### src/rtl/uart_com.sv
// uart_com: board UART for the COM port of the memory controller.
// 8N1 transmitter, synchronised 8N1 receiver, small receive FIFO.
`timescale 1ns/1ps
module uart_com #(
   parameter int CLK_DIV       = 434,
   parameter int RX_FIFO_DEPTH = 4
) (
   input  logic       clk50M,
   input  logic       rst,
   input  logic       uart_rxd,
   output logic       uart_txd,
   input  logic [7:0] com_data_out,
   input  logic       enable_com_write,
   input  logic       int_com_ack,
   output logic [7:0] com_data_in,
   output logic       com_read_ready,
   output logic       com_write_ready,
   output logic       com_int,
   output logic       rx_overrun
);

   localparam int CW = $clog2(CLK_DIV);
   localparam int AW = $clog2(RX_FIFO_DEPTH);
   localparam logic [CW-1:0] DIV_LAST  = CW'(CLK_DIV - 1);
   localparam logic [CW-1:0] HALF_LAST = CW'(CLK_DIV / 2 - 1);

   typedef enum logic [1:0] {TX_IDLE, TX_START, TX_DATA, TX_STOP} tx_state_t;
   typedef enum logic [1:0] {RX_IDLE, RX_START, RX_DATA, RX_STOP} rx_state_t;

   tx_state_t     tx_state, tx_state_n;
   logic [CW-1:0] tx_cnt, tx_cnt_n;
   logic [2:0]    tx_bit, tx_bit_n;
   logic [7:0]    tx_sh, tx_sh_n;
   logic          txd_n;

   rx_state_t     rx_state, rx_state_n;
   logic [CW-1:0] rx_cnt, rx_cnt_n;
   logic [2:0]    rx_bit, rx_bit_n;
   logic [7:0]    rx_sh, rx_sh_n;
   logic          rx_s1, rx_s2;
   logic          push;

   logic [AW:0]   wr_ptr, rd_ptr;
   logic [7:0]    mem [RX_FIFO_DEPTH];
   logic          ack_q;
   logic          empty, full, pop, wr_en;

   // TX next state: the serial line is registered from the next state so it never glitches
   always_comb begin
      tx_state_n      = tx_state;
      tx_cnt_n        = tx_cnt + CW'(1);
      tx_bit_n        = tx_bit;
      tx_sh_n         = tx_sh;
      com_write_ready = 1'b0;
      unique case (tx_state)
         TX_IDLE: begin
            com_write_ready = 1'b1;
            tx_cnt_n        = '0;
            if (enable_com_write) begin
               tx_sh_n    = com_data_out;
               tx_bit_n   = '0;
               tx_state_n = TX_START;
            end
         end
         TX_START: begin
            if (tx_cnt == DIV_LAST) begin
               tx_cnt_n   = '0;
               tx_state_n = TX_DATA;
            end
         end
         TX_DATA: begin
            if (tx_cnt == DIV_LAST) begin
               tx_cnt_n = '0;
               tx_sh_n  = {1'b0, tx_sh[7:1]};
               tx_bit_n = tx_bit + 3'd1;
               if (tx_bit == 3'd7) tx_state_n = TX_STOP;
            end
         end
         TX_STOP: begin
            if (tx_cnt == DIV_LAST) begin
               tx_cnt_n   = '0;
               tx_state_n = TX_IDLE;
            end
         end
         default: tx_state_n = TX_IDLE;
      endcase
      unique case (tx_state_n)
         TX_START: txd_n = 1'b0;
         TX_DATA:  txd_n = tx_sh_n[0];
         default:  txd_n = 1'b1;
      endcase
   end

   // TX state and datapath registers
   always_ff @(posedge clk50M or negedge rst) begin
      if (!rst) begin
         tx_state <= TX_IDLE;
         tx_cnt   <= '0;
         tx_bit   <= '0;
         tx_sh    <= '0;
         uart_txd <= 1'b1;
      end else begin
         tx_state <= tx_state_n;
         tx_cnt   <= tx_cnt_n;
         tx_bit   <= tx_bit_n;
         tx_sh    <= tx_sh_n;
         uart_txd <= txd_n;
      end
   end

   // two-flop synchroniser for the asynchronous serial input
   always_ff @(posedge clk50M or negedge rst) begin
      if (!rst) begin
         rx_s1 <= 1'b1;
         rx_s2 <= 1'b1;
      end else begin
         rx_s1 <= uart_rxd;
         rx_s2 <= rx_s1;
      end
   end

   // RX next state: mid-bit sampling, start-bit glitch rejection, stop-bit framing check
   always_comb begin
      rx_state_n = rx_state;
      rx_cnt_n   = rx_cnt + CW'(1);
      rx_bit_n   = rx_bit;
      rx_sh_n    = rx_sh;
      push       = 1'b0;
      unique case (rx_state)
         RX_IDLE: begin
            rx_cnt_n = '0;
            if (!rx_s2) rx_state_n = RX_START;
         end
         RX_START: begin
            if (rx_cnt == HALF_LAST) begin
               rx_cnt_n   = '0;
               rx_bit_n   = '0;
               rx_state_n = rx_s2 ? RX_IDLE : RX_DATA;
            end
         end
         RX_DATA: begin
            if (rx_cnt == DIV_LAST) begin
               rx_cnt_n = '0;
               rx_sh_n  = {rx_s2, rx_sh[7:1]};
               rx_bit_n = rx_bit + 3'd1;
               if (rx_bit == 3'd7) rx_state_n = RX_STOP;
            end
         end
         RX_STOP: begin
            if (rx_cnt == DIV_LAST) begin
               rx_cnt_n   = '0;
               push       = rx_s2;
               rx_state_n = RX_IDLE;
            end
         end
         default: rx_state_n = RX_IDLE;
      endcase
   end

   // RX state and datapath registers
   always_ff @(posedge clk50M or negedge rst) begin
      if (!rst) begin
         rx_state <= RX_IDLE;
         rx_cnt   <= '0;
         rx_bit   <= '0;
         rx_sh    <= '0;
      end else begin
         rx_state <= rx_state_n;
         rx_cnt   <= rx_cnt_n;
         rx_bit   <= rx_bit_n;
         rx_sh    <= rx_sh_n;
      end
   end

   assign empty = (wr_ptr == rd_ptr);
   assign full  = (wr_ptr[AW-1:0] == rd_ptr[AW-1:0]) && (wr_ptr[AW] != rd_ptr[AW]);
   assign pop   = int_com_ack && !ack_q && !empty;
   assign wr_en = push && (!full || pop);

   // FIFO pointers, ack edge register and sticky overrun flag
   always_ff @(posedge clk50M or negedge rst) begin
      if (!rst) begin
         wr_ptr     <= '0;
         rd_ptr     <= '0;
         ack_q      <= 1'b0;
         rx_overrun <= 1'b0;
      end else begin
         ack_q <= int_com_ack;
         if (wr_en) wr_ptr <= wr_ptr + 1'b1;
         if (pop) rd_ptr <= rd_ptr + 1'b1;
         if (push && full && !pop) rx_overrun <= 1'b1;
      end
   end

   // FIFO storage; contents are meaningless while the pointers say empty
   always_ff @(posedge clk50M) begin
      if (wr_en) mem[wr_ptr[AW-1:0]] <= rx_sh;
   end

   assign com_read_ready = !empty;
   assign com_int        = !empty;
   assign com_data_in    = empty ? 8'h00 : mem[rd_ptr[AW-1:0]];

endmodule

### config.mk
export PLATFORM = sky130hd
export DESIGN_NAME = uart_com
export DESIGN_NICKNAME = d
export VERILOG_FILES = /design/src/rtl/uart_com.sv
export SDC_FILE = /design/constraint.sdc
export NUM_CORES = 1
export LEC_CHECK = 0
export ABC_CLOCK_PERIOD_IN_PS = 6500
export CAP_MARGIN = 20
export CORE_ASPECT_RATIO = 0.75
export CORE_UTILIZATION = 35
export CTS_CLUSTER_DIAMETER = 30
export CTS_CLUSTER_SIZE = 24
export DETAILED_ROUTE_END_ITERATION = 10
export PLACE_DENSITY = 0.5
export SYNTH_ARGS = -nofsm -noshare
export SYNTH_HDL_FRONTEND = slang
export SYNTH_SLANG_ARGS = --single-unit
### constraint.sdc
create_clock -name clk50M -period 6.5 [get_ports clk50M]
set_input_delay 0.975 -clock clk50M [delete_from_list [all_inputs] [get_ports clk50M]]
set_output_delay 0.975 -clock clk50M [all_outputs]
set_load 0.05 [all_outputs]
==> out/results.txt <==
Commonest cells post-synth = dfrtp_1 (52), edfxtp_1 (32), nor2_1 (25)
GR Overflow Total = 0
Syn Nets = 318
CTS tree = built
Synth Cell Area = 3906 µm²
Top_reg_cell synth = dfrtp_1
Clock skew = 0.006425 ns
Gates resized, CTS repair = 0
Final WL = 6697 µm
Antenna violations before repair = 0
Hold Path Class = register to register
Area grow syn2layout = 17.33%
Ports = 26
CTS Buffer Depth = 2
Core area = 10900 µm²
Data required time of the worst path = 5.52 ns
Least-Margin Pin Slew = 0.7084 ns
Main area contributors after synthesis = dfrtp_1 (33%), edfxtp_1 (25%), mux4_2 (4.6%), ha_1 (4.5%), mux2_2 (3.2%)
Status = complete, no violations
Yosys top cell area share = 0.3331
Hold-fix buffers, CTS = 0
Psw = 349.2 µW
DR WL/cell = 14.40 µm
Root Buffer = clkbuf_16
Global-route wire length before repair = 11380 µm
Cell count after synthesis = 291
CP endpoint kind = output pin
Post-CTS Setup Bufs = 0
Number of max-cap violations = 0
Number of synthesized register bits = 87
VDD IR max = 225.7 µV
Ys async rst share = 0.6322
Overall Global Routing Usage = 0.1325
Switch share = 0.2654
Setup violators final = 0
Die X = 124.0 µm
Crit Path Max Fanout = 11
Final Critical Period = 3.463 ns
H-tree depth = 3
Num CTS Buffers = 9
Post-DP HPWL = 4508 µm
Worst slew margin relative to its limit = 0.5277
# clock sinks = 87
Via count = 2262
Antenna Cells = 0
Element type at the critical path start = register
Starting Density = 0.3584
Die span in y = 93.49 µm
Pin count of the biggest net entering global routing = 56
Die area = 11590 µm²
TritonRoute pass-1 iters = 4
Final Max Slew Viols = 0
Leakage power = 1.992 nW
Row count = 33
Internal power = 966.7 µW
Final ANT Viol Nets = 0
Logic pwr share = 0.124
YS warnings = 0
Post-synth EDFFs = 32
Syn avg cell area = 13.42 µm²
P per Cell Area = 287.1 nW/µm²
Routability Congestion = 0.7568
Fillers = 1029
Drt via density = 4.865
Clock share of power = 0.370
Crit Path Class = register to output pin
Fin. Hold Viols = 0
Vias in the first global route = 2198
Drt first-iter violations = 128
Post-synth top area cell = dfrtp_1
Distinct cells, synth = 50
Final period util = 0.5328
Final #Nets = 347
Reg power frac = 0.506
RSZ-0062 raised after global routing = no
Clk pin slew, worst setup/hold paths = 0.06 ns
F_max = 0.2888 GHz
Residual DRC = 0
Fraction of layout cells with a size suffix above 1 = 0.1662
IO Port Bufs = 25
Final setup TNS = 0 ns
Skew-Pair Late Insertion Delay = 0.34 ns
Most frequent cell after synthesis = dfrtp_1
Sequential share of the synthesized area = 0.5993
WP data arrival = 2.49 ns
Total power = 1.316 mW
-- area by class of cell --
cell class | count | area [µm²] | share of cell area
sequential | 87 | 2341 | 0.5108
multi-input combinational | 184 | 1474 | 0.3216
timing repair buffer | 28 | 267.8 | 0.05842
clock buffer | 12 | 256.5 | 0.05597
tap | 140 | 175.2 | 0.03822
inverter | 10 | 37.54 | 0.008190
clock inverter | 4 | 31.28 | 0.006825
-- worst paths after layout --
check,startpoint,end,slack (ns),depth (start not counted)
worst min-delay path,rx_s1,rx_s2,0.36,0
worst max-delay path,rd_ptr[0],com_data_in[5],3.04,3
worst max register to register,rx_cnt[1],mem[1][4],4.07,6
min in group asynchronous,rst,rx_cnt[5],0.77,2
max in group asynchronous,rst,rx_sh[0],5.25,2
worst min register to register,rx_s1,rx_s2,0.36,0
-- worst max-delay path: stages (launching register included) --
cell	delay [ns]
dfrtp_1	0.73
mux4_2	0.58
nor2b_1	0.14
clkdlybuf4s50_1	0.69
-- layout by cell type, fill, tap and decap left out, drive strengths merged, types with 4 or more instances in the layout --
cell type | netlist | final
xnor2 | 11 | 11
edfxtp | 32 | 32
or3 | 5 | 5
mux2 | 11 | 11
nand2 | 14 | 14
ha | 14 | 14
inv | 10 | 10
buf | 6 | 4
mux4 | 8 | 8
mux2i | 4 | 4
o22ai | 4 | 4
nand3 | 7 | 7
a21o | 6 | 6
clkdlybuf4s50 | 0 | 24
dfrtp | 52 | 52
xor2 | 9 | 9
nor2 | 26 | 26
nor2b | 13 | 13
and2 | 4 | 4
o21ai | 8 | 8
clkbuf | 4 | 12
a22o | 6 | 6
a21oi | 7 | 7
-- registers in the layout, indices dropped and copies added, names as in the netlist, 2 cells and up, named ones only --
name      cells
rx_bit        3
wr_ptr        3
rx_sh         8
tx_sh         8
rx_cnt        9
tx_bit        3
tx_state      2
mem          32
tx_cnt        9
rd_ptr        3
-- per-layer routing --
metal | share of wire | global-route usage | routed length (µm)
met4 | 0.013 | 0.04464 | 87
met2 | 0.40 | 0.1806 | 2684
met1 | 0.55 | 0.1953 | 3674
met3 | 0.037 | 0.04329 | 251
met5 | 0 | 0 | 0
-- through the flow --
| step | instances | cell area (µm²) | util | hold WS, ns | setup slack [ns] |
|---|---|---|---|---|---|
| after floorplan | 291 | 3906 | - | 0.3452 | 3.758 |
| after global placement | 449 | 4295 | 0.3941 | 0.3526 | 3.340 |
| after detailed placement | 449 | 4295 | 0.3941 | 0.3549 | 3.325 |
| after CTS | 465 | 4583 | 0.4205 | 0.3638 | 2.952 |
| after global routing | 465 | 4583 | 0.4205 | 0.3613 | 2.801 |
| final | 465 | 4583 | 0.4205 | 0.3618 | 3.037 |
-- cells by family (layout without fill, tap and decap cells) --
| family | count (synthesis) | after routing | share of synthesized area |
|---|---|---|---|
| AOI/OAI and AO/OA | 38 | 38 | 0.06758 |
| and+or+nand+nor | 89 | 89 | 0.1304 |
| muxes | 23 | 23 | 0.08808 |
| adders and majority gates | 14 | 14 | 0.04484 |
| buffers and inverters | 20 | 54 | 0.02498 |
| DFF | 87 | 87 | 0.5993 |
| xor gates and xnor gates | 20 | 20 | 0.04484 |
-- power by group through the flow --
| stage | Clock (mW) | Sequential, mW | Combinational, mW |
|---|---|---|---|
| after CTS | 0.503 | 0.668 | 0.166 |
| after detailed placement | 0 | 0.679 | 0.165 |
| after global routing | 0.525 | 0.677 | 0.185 |
| after global placement | 0 | 0.678 | 0.164 |
| final | 0.487 | 0.665 | 0.163 |
| after floorplan | 0 | 0.640 | 0.152 |
(Power assumes the default switching activity.)
